**config.mk**
```make
export PLATFORM = sky130hd
export DESIGN_NAME = brew_controller_flat
export DESIGN_NICKNAME = d
export VERILOG_FILES = /design/src/rtl/brew_controller_if.sv /design/src/rtl/brew_controller.sv /design/src/flat_wrapper.sv
export SDC_FILE = /design/constraint.sdc
export NUM_CORES = 1
export LEC_CHECK = 0
export ABC_AREA = 1
export CAP_MARGIN = 20
export CORE_MARGIN = 5
export CORE_UTILIZATION = 40
export CTS_CLUSTER_DIAMETER = 100
export DETAILED_ROUTE_END_ITERATION = 6
export GPL_TIMING_DRIVEN = 0
export PLACE_DENSITY = 0.75
export SLEW_MARGIN = 5
export SYNTH_ARGS = -nofsm -noshare
export SYNTH_HDL_FRONTEND = slang
export SYNTH_SLANG_ARGS = --single-unit
export TNS_END_PERCENT = 30
```
**constraint.sdc**
```tcl
create_clock -name clk -period 1.7 [get_ports clk]
set_input_delay 0.34 -clock clk [delete_from_list [all_inputs] [get_ports clk]]
set_output_delay 0.34 -clock clk [all_outputs]
set_load 0.05 [all_outputs]
```
**src/rtl/brew_controller_if.sv**
```systemverilog
`default_nettype none
// ============================================================================
// Module      : brew_controller_if
// Description : Bundles the coffee-machine controller I/O. The slave modport
//               is used by brew_controller; the master modport is used by
//               whatever drives it (panel logic or testbench).
//               i_sec_clk          1 Hz time base from the frequency divider
//               i_coin             one-cycle coin pulse, adds one credit unit
//               i_sel[1:0]         drink code, 0 espresso / 1 americano /
//                                  2 latte / 3 invalid
//               i_start            one-cycle purchase request
//               i_cancel           one-cycle cancel request
//               o_state[2:0]       IDLE=0 GRIND=1 HEAT=2 POUR=3 DONE=4
//               o_credit           current credit
//               o_change           refund amount, valid with o_change_valid
//               o_change_valid     one-cycle refund pulse
//               o_grinder_on       grinder actuator
//               o_heater_on        heater actuator
//               o_pump_on          pump actuator
//               o_busy             high in any state other than IDLE
//               o_done             high in DONE
//               o_sec_left[3:0]    seconds remaining in the current phase
// Revision    : 1.0 - initial release
// ============================================================================
interface brew_controller_if #(
    parameter int CREDIT_W = 4
);
    logic                i_sec_clk;
    logic                i_coin;
    logic [1:0]          i_sel;
    logic                i_start;
    logic                i_cancel;
    logic [2:0]          o_state;
    logic [CREDIT_W-1:0] o_credit;
    logic [CREDIT_W-1:0] o_change;
    logic                o_change_valid;
    logic                o_grinder_on;
    logic                o_heater_on;
    logic                o_pump_on;
    logic                o_busy;
    logic                o_done;
    logic [3:0]          o_sec_left;

    modport slave (
        input  i_sec_clk, i_coin, i_sel, i_start, i_cancel,
        output o_state, o_credit, o_change, o_change_valid,
               o_grinder_on, o_heater_on, o_pump_on, o_busy, o_done, o_sec_left
    );

    modport master (
        output i_sec_clk, i_coin, i_sel, i_start, i_cancel,
        input  o_state, o_credit, o_change, o_change_valid,
               o_grinder_on, o_heater_on, o_pump_on, o_busy, o_done, o_sec_left
    );
endinterface
`default_nettype wire

```
**src/rtl/brew_controller.sv**
```systemverilog
`default_nettype none
// ============================================================================
// Module      : brew_controller
// Description : Drink-sequencing controller. Accumulates coin credit, starts a
//               timed GRIND -> HEAT -> POUR -> DONE sequence on a paid
//               purchase, issues change on purchase or cancel, and times each
//               phase from the synchronized rising edges of a 1 Hz clock.
//               clk    system clock
//               rst    asynchronous active-low reset
//               bus    brew_controller_if slave modport (see interface file)
// Revision    : 1.0 - initial release
// ============================================================================
module brew_controller #(
    parameter int PRICE     = 5,
    parameter int CREDIT_W  = 4,
    parameter int GRIND_SEC = 3,
    parameter int HEAT_SEC  = 4,
    parameter int POUR_SEC  = 5,
    parameter int DONE_SEC  = 2
) (
    input  wire logic         clk,
    input  wire logic         rst,
    brew_controller_if.slave  bus
);

    typedef enum logic [2:0] {
        S_IDLE  = 3'd0,
        S_GRIND = 3'd1,
        S_HEAT  = 3'd2,
        S_POUR  = 3'd3,
        S_DONE  = 3'd4
    } state_t;

    localparam logic [CREDIT_W-1:0] C_PRICE      = CREDIT_W'(PRICE);
    localparam logic [CREDIT_W-1:0] C_CREDIT_MAX = '1;
    localparam logic [3:0]          C_GRIND      = 4'(GRIND_SEC);
    localparam logic [3:0]          C_HEAT       = 4'(HEAT_SEC);
    localparam logic [3:0]          C_POUR       = 4'(POUR_SEC);
    localparam logic [3:0]          C_DONE       = 4'(DONE_SEC);

    // ------------------------------------------------------------------
    // Seconds time base
    // ------------------------------------------------------------------
    logic [1:0] r_sec_sync;
    logic       r_sec_prev;
    logic [1:0] r_prime;
    logic       r_armed;
    logic       w_tick;

    // r_prime marks when r_sec_sync[1] holds a real sample; the detector only
    // arms once that sample has been seen low, so a sec_clk that is already
    // high when reset releases cannot produce a tick.
    always_ff @(posedge clk or negedge rst) begin
        if (!rst) begin
            r_sec_sync <= 2'b00;
            r_sec_prev <= 1'b0;
            r_prime    <= 2'b00;
            r_armed    <= 1'b0;
        end else begin
            r_sec_sync <= {r_sec_sync[0], bus.i_sec_clk};
            r_sec_prev <= r_sec_sync[1];
            r_prime    <= {r_prime[0], 1'b1};
            r_armed    <= r_armed | (r_prime[1] & ~r_sec_sync[1]);
        end
    end

    assign w_tick = r_armed & r_sec_sync[1] & ~r_sec_prev;

    // ------------------------------------------------------------------
    // Sequencer
    // ------------------------------------------------------------------
    state_t              r_state,  w_state_nxt;
    logic [3:0]          r_sec_left, w_sec_nxt;
    logic [CREDIT_W-1:0] r_credit, w_credit_nxt;
    logic [CREDIT_W-1:0] r_change, w_change_nxt;
    logic                r_change_valid, w_cv_nxt;
    logic [1:0]          r_sel, w_sel_nxt;
    logic                r_grinder, r_heater, r_pump, r_busy, r_done;

    logic [CREDIT_W-1:0] w_credit_inc;
    logic [CREDIT_W-1:0] w_credit_clr;
    logic [3:0]          w_pour_len;

    // Saturating coin accumulation, active in every state.
    assign w_credit_inc = (bus.i_coin && (r_credit != C_CREDIT_MAX)) ?
                          r_credit + 1'b1 : r_credit;
    // Credit after a refund/purchase: a coin in the same cycle still counts.
    assign w_credit_clr = {{(CREDIT_W-1){1'b0}}, bus.i_coin};
    // Each selection step adds two seconds of pour.
    assign w_pour_len   = C_POUR + {1'b0, r_sel, 1'b0};

    always_comb begin
        w_state_nxt  = r_state;
        w_sec_nxt    = r_sec_left;
        w_credit_nxt = w_credit_inc;
        w_change_nxt = '0;
        w_cv_nxt     = 1'b0;
        w_sel_nxt    = r_sel;
        unique case (r_state)
            S_IDLE: begin
                if (bus.i_cancel) begin
                    if (r_credit != '0) begin
                        w_change_nxt = r_credit;
                        w_cv_nxt     = 1'b1;
                        w_credit_nxt = w_credit_clr;
                    end
                end else if (bus.i_start && (r_credit >= C_PRICE) && (bus.i_sel != 2'd3)) begin
                    w_change_nxt = r_credit - C_PRICE;
                    w_cv_nxt     = 1'b1;
                    w_credit_nxt = w_credit_clr;
                    w_sel_nxt    = bus.i_sel;
                    w_sec_nxt    = C_GRIND;
                    w_state_nxt  = S_GRIND;
                end
            end
            S_GRIND: begin
                if (bus.i_cancel) begin
                    w_change_nxt = C_PRICE;
                    w_cv_nxt     = 1'b1;
                    w_sec_nxt    = '0;
                    w_state_nxt  = S_IDLE;
                end else if (w_tick) begin
                    if (r_sec_left == 4'd1) begin
                        w_sec_nxt   = C_HEAT;
                        w_state_nxt = S_HEAT;
                    end else begin
                        w_sec_nxt = r_sec_left - 4'd1;
                    end
                end
            end
            S_HEAT: begin
                if (w_tick) begin
                    if (r_sec_left == 4'd1) begin
                        w_sec_nxt   = w_pour_len;
                        w_state_nxt = S_POUR;
                    end else begin
                        w_sec_nxt = r_sec_left - 4'd1;
                    end
                end
            end
            S_POUR: begin
                if (w_tick) begin
                    if (r_sec_left == 4'd1) begin
                        w_sec_nxt   = C_DONE;
                        w_state_nxt = S_DONE;
                    end else begin
                        w_sec_nxt = r_sec_left - 4'd1;
                    end
                end
            end
            S_DONE: begin
                if (w_tick) begin
                    if (r_sec_left == 4'd1) begin
                        w_sec_nxt   = '0;
                        w_state_nxt = S_IDLE;
                    end else begin
                        w_sec_nxt = r_sec_left - 4'd1;
                    end
                end
            end
            default: begin
                w_sec_nxt   = '0;
                w_state_nxt = S_IDLE;
            end
        endcase
    end

    // Actuator and status flags are decoded from the next state so that they
    // are registered and move on the same edge as the state itself.
    always_ff @(posedge clk or negedge rst) begin
        if (!rst) begin
            r_state        <= S_IDLE;
            r_sec_left     <= '0;
            r_credit       <= '0;
            r_change       <= '0;
            r_change_valid <= 1'b0;
            r_sel          <= 2'd0;
            r_grinder      <= 1'b0;
            r_heater       <= 1'b0;
            r_pump         <= 1'b0;
            r_busy         <= 1'b0;
            r_done         <= 1'b0;
        end else begin
            r_state        <= w_state_nxt;
            r_sec_left     <= w_sec_nxt;
            r_credit       <= w_credit_nxt;
            r_change       <= w_change_nxt;
            r_change_valid <= w_cv_nxt;
            r_sel          <= w_sel_nxt;
            r_grinder      <= (w_state_nxt == S_GRIND);
            r_heater       <= (w_state_nxt == S_HEAT);
            r_pump         <= (w_state_nxt == S_POUR);
            r_busy         <= (w_state_nxt != S_IDLE);
            r_done         <= (w_state_nxt == S_DONE);
        end
    end

    assign bus.o_state        = r_state;
    assign bus.o_sec_left     = r_sec_left;
    assign bus.o_credit       = r_credit;
    assign bus.o_change       = r_change;
    assign bus.o_change_valid = r_change_valid;
    assign bus.o_grinder_on   = r_grinder;
    assign bus.o_heater_on    = r_heater;
    assign bus.o_pump_on      = r_pump;
    assign bus.o_busy         = r_busy;
    assign bus.o_done         = r_done;

endmodule
`default_nettype wire

```
**src/flat_wrapper.sv**
```systemverilog
// flat-port wrapper written by rule: the top's interface ports become plain ports
module brew_controller_flat 
#(
    parameter int PRICE     = 5,
    parameter int CREDIT_W  = 4,
    parameter int GRIND_SEC = 3,
    parameter int HEAT_SEC  = 4,
    parameter int POUR_SEC  = 5,
    parameter int DONE_SEC  = 2
)
  (clk, rst, bus_i_sec_clk, bus_i_coin, bus_i_sel, bus_i_start, bus_i_cancel, bus_o_state, bus_o_credit, bus_o_change, bus_o_change_valid, bus_o_grinder_on, bus_o_heater_on, bus_o_pump_on, bus_o_busy, bus_o_done, bus_o_sec_left);
  brew_controller_if #(.CREDIT_W(CREDIT_W)) bus_i ();
  input  wire logic clk;
  input  wire logic rst;
  input wire logic [$bits(bus_i.i_sec_clk)-1:0] bus_i_sec_clk;
  input wire logic [$bits(bus_i.i_coin)-1:0] bus_i_coin;
  input wire logic [$bits(bus_i.i_sel)-1:0] bus_i_sel;
  input wire logic [$bits(bus_i.i_start)-1:0] bus_i_start;
  input wire logic [$bits(bus_i.i_cancel)-1:0] bus_i_cancel;
  output wire logic [$bits(bus_i.o_state)-1:0] bus_o_state;
  output wire logic [$bits(bus_i.o_credit)-1:0] bus_o_credit;
  output wire logic [$bits(bus_i.o_change)-1:0] bus_o_change;
  output wire logic [$bits(bus_i.o_change_valid)-1:0] bus_o_change_valid;
  output wire logic [$bits(bus_i.o_grinder_on)-1:0] bus_o_grinder_on;
  output wire logic [$bits(bus_i.o_heater_on)-1:0] bus_o_heater_on;
  output wire logic [$bits(bus_i.o_pump_on)-1:0] bus_o_pump_on;
  output wire logic [$bits(bus_i.o_busy)-1:0] bus_o_busy;
  output wire logic [$bits(bus_i.o_done)-1:0] bus_o_done;
  output wire logic [$bits(bus_i.o_sec_left)-1:0] bus_o_sec_left;
  assign bus_i.i_sec_clk = bus_i_sec_clk;
  assign bus_i.i_coin = bus_i_coin;
  assign bus_i.i_sel = bus_i_sel;
  assign bus_i.i_start = bus_i_start;
  assign bus_i.i_cancel = bus_i_cancel;
  assign bus_o_state = bus_i.o_state;
  assign bus_o_credit = bus_i.o_credit;
  assign bus_o_change = bus_i.o_change;
  assign bus_o_change_valid = bus_i.o_change_valid;
  assign bus_o_grinder_on = bus_i.o_grinder_on;
  assign bus_o_heater_on = bus_i.o_heater_on;
  assign bus_o_pump_on = bus_i.o_pump_on;
  assign bus_o_busy = bus_i.o_busy;
  assign bus_o_done = bus_i.o_done;
  assign bus_o_sec_left = bus_i.o_sec_left;
  brew_controller #(.PRICE(PRICE), .CREDIT_W(CREDIT_W), .GRIND_SEC(GRIND_SEC), .HEAT_SEC(HEAT_SEC), .POUR_SEC(POUR_SEC), .DONE_SEC(DONE_SEC)) u_core (.clk(clk), .rst(rst), .bus(bus_i));
endmodule
```
==> impl_metrics.json, run 1 <==
{
  "dp_hpwl_um": 2590,
  "cts-hold-fix-buffers": 0,
  "area_growth_pct": 28.0,
  "dr.pass1.iters": 4,
  "layout_setup_ws_ps": 43.9,
  "rsz0062_at_grt": "yes",
  "grt_use_total_pct": 14.2,
  "startpoint_type": "flip-flop",
  "grt_pass1_wl_um": 5890,
  "fin_crit_sh_pct": 97.4,
  "drv_slew": 0,
  "ir_drop_uv": 891,
  "period_needed_ps": 1660,
  "syn-num-nets": 212,
  "drt_iter0_drc": 88,
  "path_class": "reg2out",
  "path_cells": "clkdlybuf4s15_1",
  "fin_skew_ps": 4.77,
  "grt_pass1_vias": 1369,
  "vias": 1349,
  "rows": 23,
  "dp_cells": 278,
  "seq_area_frac_synth_pct": 45.2,
  "critPathTopFamily": "buffers and inverters",
  "wire_per_inst_um": 11.4,
  "wirelength_um": 3260,
  "h-tree-depth": 2,
  "fp.dieArea_um2": 5380,
  "synth_commonest_cells": "nand2_1 (53), dfrtp_1 (29), inv_1 (21)",
  "portBuffers": 28,
  "synth_flop_cell": "dfrtp_1",
  "setup_tns_ps": 0,
  "detail-route-antenna-nets": 0,
  "fp.dieH_um": 73.4,
  "synth_seq_cells": 29,
  "crit_buf_inv": 1,
  "busiest_layer": "met2",
  "crit_fanout": 7,
  "viasPerCell": 4.72,
  "cts_tree": "yes",
  "place_ws_ps": -116,
  "gp_congestion": 0.905,
  "nets": 248,
  "syn_area_um2": 1610,
  "hold_viol": 0,
  "cap_violations": 0,
  "grt_max_degree": 17,
  "syn_inst": 199,
  "async_flop_share_pct": 100,
  "clk_latency_ps": 280,
  "cts_sinks": 29,
  "power.leakage_nw": 1.12,
  "yosysMostFrequentCell": "nand2_1",
  "yosysWarnings": 0,
  "yosys.area.top_type": "dfrtp_1",
  "post-route-util_pct": 52.1,
  "start_util_pct": 40.7,
  "critPathArrivalTime_ps": 1320,
  "die_w_um": 73.4,
  "numCtsBuffers": 5,
  "critPathMaxStageDelay_ps": 550,
  "overflow": 0,
  "synth_top_area_share_pct": 45.2,
  "power.total_mw": 3.99,
  "cellPowerDensity_nw_per_um2": 1940,
  "tightest_slew_ps": 705,
  "grt_use_met2_pct": 23.2,
  "antenna_found_initial": 0,
  "cp-end-kind": "primary output",
  "report.final.setup_viol": 0,
  "use_met3_pct": 4.10,
  "cts-root-buf": "clkbuf_8",
  "fmaxAchievable_mhz": 604,
  "crit_required_ps": 1360,
  "antenna_cells": 0,
  "synth.distinct_cells": 28,
  "slew_headroom_pct": 52.8,
  "status": "finished, final reports clean",
  "hp-class": "reg2reg",
  "remaining_drc_errors": 0,
  "stdcell_count": 286,
  "synth_area_leaders": "dfrtp_1 (45%), nand2_1 (12%), inv_1 (4.9%), nor2_1 (4.4%), nand3_1 (4.0%)",
  "io_pins": 29,
  "grt_use_met1_pct": 17.6,
  "slowest_stage": "clkdlybuf4s15_1",
  "avgSynthCellArea_um2": 8.07,
  "core-area_um2": 3940,
  "clockBufferDepth": 2,
  "drive_above_1_share_pct": 19.1,
  "clk_pin_slew_ps": 60,
  "synth_edf_count": 0
}
-- state kept, by name (all words and copies together), names as in the netlist --
name and cells:
u_core.bus.o_busy 1, u_core.bus.o_state 3, u_core.bus.o_credit 4, u_core.bus.o_change_valid 1, u_core.r_armed 1, u_core.r_sec_prev 1, u_core.bus.o_heater_on 1, u_core.bus.o_grinder_on 1
u_core.bus.o_done 1, u_core.r_sec_sync 2, u_core.bus.o_change 4, u_core.r_sel 2, u_core.bus.o_pump_on 1, u_core.bus.o_sec_left 4, u_core.r_prime 2
-- worst paths after layout --
kind / from / endpoint / slack, ps / cells past startpoint
worst max-delay path: u_core.bus.o_credit[2] / bus_o_credit[2] / 40 / 1
worst min-delay path: u_core.r_sec_sync[0] / u_core.r_sec_sync[1] / 350 / 0
worst max register to register: u_core.bus.o_sec_left[1] / u_core.bus.o_grinder_on / 180 / 9
worst min register to register: u_core.r_sec_sync[0] / u_core.r_sec_sync[1] / 350 / 0
max in group asynchronous: rst / u_core.bus.o_credit[0] / 680 / 2
min in group asynchronous: rst / u_core.bus.o_credit[3] / 490 / 1
-- what timing repair did --
action	in CTS	in global routing
endpoints found under the setup margin	21	6
gates resized for setup	21	6
endpoints found under the hold margin	0	0
setup buffers	0	0
cloned	0	0
-- cell families (layout without fill, tap and decap cells) --
group	count (synthesis)	after routing	share of synthesized area, %
AND/OR/NAND/NOR	112	112	35.0
flip-flops	29	29	45.2
buffers and inverters	28	65	6.70
AO/OA/AOI/OAI	21	21	7.40
adder cells (fa/ha/maj)	5	5	3.89
XOR/XNOR	3	3	1.64
other	1	1	0.233
-- final cells by class --
class / instances / area (µm²)
flip-flops and latches: 29 / 728
well taps: 50 / 62.6
inverters: 28 / 108
repair buffers: 29 / 280
fillers: 374 / 1890
clock buffers: 7 / 96.3
multi-input cells: 142 / 776
clock inverters: 1 / 5.00
-- metal layers --
metal | share of wire [%] | routed length (µm) | vias to the layer above
met5 | 0 | 0 | -
li1 | - | - | 693
met2 | 48 | 1570 | 30
met1 | 45 | 1480 | 621
met3 | 5.1 | 166 | 5
met4 | 1.6 | 51 | 0
-- cell usage in the layout, fill, tap and decap left out --
cell type and instances:
a21oi_1 7, a31oi_1 1, buf_16 1, clkbuf_2 1
clkbuf_8 7, clkdlybuf4s15_1 2, clkdlybuf4s50_1 7, clkinv_2 1
conb_1 1, dfrtp_1 27, dfrtp_2 2, dlygate4sd2_1 18
ha_1 4, ha_2 1, inv_1 21, inv_2 6
inv_4 1, nand2_1 53, nand2_2 4, nand2_4 4
nand3_1 13, nand3_2 3, nand3b_1 1, nand4_2 1
nor2_1 19, nor2_2 7, nor2_4 4, nor3_1 1
o211a_1 1, o21ai_0 7, o21ai_1 2, o21ai_2 1
o21bai_1 1, o22ai_1 1, or2_1 1, or2_2 1
xor2_1 3
-- power by group --
group | leakage [nW] | switching [mW] | total [mW] | internal, mW
sequential | 0.365 | 0.209 | 1.12 | 0.916
combinational | 0.704 | 1.58 | 2.25 | 0.668
clock | 0.0542 | 0.252 | 0.617 | 0.365
-- stage by stage --
stage          instance area (µm²)  hold slack [ps]
3_3_place_gp                  1950              333
5_1_grt                       2060              367
3_5_place_dp                  1980              337
6_report                      2060              348
2_1_floorplan                 1610             44.4
4_1_cts                       2050              351
Power figures use the tool's default switching activity.
==> run 2: changes to the inputs <==
--- a/config.mk
+++ b/config.mk
@@ -17,4 +17,4 @@
 export SYNTH_ARGS = -nofsm -noshare
 export SYNTH_HDL_FRONTEND = slang
 export SYNTH_SLANG_ARGS = --single-unit
-export TNS_END_PERCENT = 30
+export TNS_END_PERCENT = 50
==> impl_metrics.json, run 2 (synthesis results as in run 1) <==
{
  "hold_end": "u_core.r_sec_sync[1]",
  "clk_latency_ps": 280,
  "portBuffers": 28,
  "setup_tns_ps": 0,
  "sequentialPowerShare_pct": 28.2,
  "grt_max_degree": 17,
  "r2r-end": "u_core.bus.o_grinder_on",
  "power.leakage_nw": 1.12,
  "antenna_cells": 0,
  "ir_drop_uv": 891,
  "dr.pass1.iters": 4,
  "wire_per_inst_um": 11.4,
  "area_growth_pct": 27.6,
  "crit_buf_inv": 1,
  "slew_headroom_pct": 52.8,
  "clk_pin_slew_ps": 60,
  "nets": 248,
  "wirelength_um": 3260,
  "path_cells": "dlygate4sd2_1",
  "p_comb_share_pct": 56.3,
  "cts-root-buf": "clkbuf_8",
  "critPathArrivalTime_ps": 1290,
  "cap_violations": 0,
  "grt_use_total_pct": 14.2,
  "core-area_um2": 3940,
  "period_needed_ps": 1630,
  "fillers": 375,
  "numCtsBuffers": 5,
  "remaining_drc_errors": 0,
  "cts_sinks": 29,
  "fmaxAchievable_mhz": 612,
  "hold_viol": 0,
  "gp_congestion": 0.905,
  "h-tree-depth": 2,
  "detail-route-antenna-nets": 0,
  "antenna_found_initial": 0,
  "path_class": "reg2out",
  "whs_ps": 348,
  "critPathTopFamily": "buffers and inverters",
  "layout_common_cells": "nand2_1 (53), dfrtp_1 (27), inv_1 (21)",
  "timing.rr.start": "u_core.bus.o_sec_left[1]",
  "grt_pass1_vias": 1369,
  "vias": 1342,
  "status": "finished, final reports clean",
  "cts_tree": "yes",
  "fin_skew_ps": 4.77,
  "p_int_mw": 1.94,
  "drv_slew": 0,
  "startpoint_type": "flip-flop",
  "p_sw_mw": 2.04,
  "cellPowerDensity_nw_per_um2": 1940,
  "startpoint": "u_core.bus.o_sec_left[2]",
  "dp_cells": 278,
  "rsz0062_at_grt": "no",
  "report.final.setup_viol": 0,
  "cp-end-kind": "primary output",
  "crit_fanout": 6,
  "overflow": 0,
  "hold_start": "u_core.r_sec_sync[0]",
  "dp_hpwl_um": 2590,
  "sw_frac_of_total_pct": 51.2,
  "slowest_stage": "dlygate4sd2_1",
  "fin_crit_sh_pct": 96.2,
  "drt_iter0_drc": 89,
  "viasPerCell": 4.69,
  "tightest_slew_ps": 705,
  "fp.dieH_um": 73.4,
  "stdcell_count": 286,
  "cts-hold-fix-buffers": 0,
  "fp.dieArea_um2": 5380,
  "drive_above_1_share_pct": 19.5,
  "reg2regPathDepth": 9,
  "p_clk_share_pct": 15.5,
  "clockBufferDepth": 2,
  "critPathMaxStageDelay_ps": 560,
  "hp-class": "reg2reg",
  "reg2reg_slack_ps": 180,
  "layout_commonest_cell": "nand2_1",
  "holdPathStages": 0,
  "start_util_pct": 40.7,
  "rows": 23,
  "die_w_um": 73.4,
  "io_pins": 29,
  "grt_pass1_wl_um": 5890,
  "crit_required_ps": 1360,
  "power.total_mw": 3.99
}
[run 2: cell count changes in the layout (fill, tap and decap cells not counted)]
cell,previous run,this run
clkdlybuf4s15_1,2,1
clkbuf_2,1,2
[run 2: worst max path at each step]
stage,end,slack [ps],cells past startpoint
2_1_floorplan,u_core.bus.o_sec_left[3],-20,8
3_3_place_gp,u_core.bus.o_credit[1],-270,1
3_5_place_dp,u_core.bus.o_sec_left[1],-120,8
4_1_cts,bus_o_credit[0],10,1
5_1_grt,bus_o_sec_left[0],9,1
6_report,bus_o_sec_left[2],70,1
[run 2: per-layer routing]
layer  track usage [%]  part of all wire [%]
met3              4.10                   5.1
met1              17.6                    45
met5                 0                     0
met2              23.2                    48
met4              5.43                   1.6
[run 2: final cells by class]
class                           instances  area, µm²  share of cell area (%)
Multi-Input combinational cell        142        776                    37.8
Clock buffer                            7       96.3                    4.70
Tap cell                               50       62.6                    3.05
Inverter                               28        108                    5.25
Timing Repair Buffer                   29        275                    13.4
Clock inverter                          1       5.00                   0.244
Sequential cell                        29        728                    35.5
[run 2: power by group through the flow]
| stage | sequential, mW | clock (mW) | combinational, mW |
|---|---|---|---|
| 3_5_place_dp | 1.14 | 0 | 2.40 |
| 5_1_grt | 1.17 | 0.685 | 2.46 |
| 2_1_floorplan | 1.77 | 0 | 1.09 |
| 6_report | 1.12 | 0.618 | 2.24 |
| 3_3_place_gp | 1.14 | 0 | 2.38 |
| 4_1_cts | 1.12 | 0.640 | 2.27 |
[run 2: metrics by stage]
step / instance area, µm² / util, % / setup slack [ps]
after detailed placement: 1980 / 50.2 / -116
after global routing: 2050 / 52.0 / 9.29
after CTS: 2050 / 52.1 / 13.0
after global placement: 1950 / 49.5 / -270
after floorplan: 1610 / - / -22.6
final: 2050 / 52.0 / 65.2
[run 2: timing repair]
item,in CTS,in global routing
gates resized for setup,21,7
setup endpoints to repair,21,6
pin swaps,0,0
setup buffers,0,0
endpoints found under the hold margin,0,0
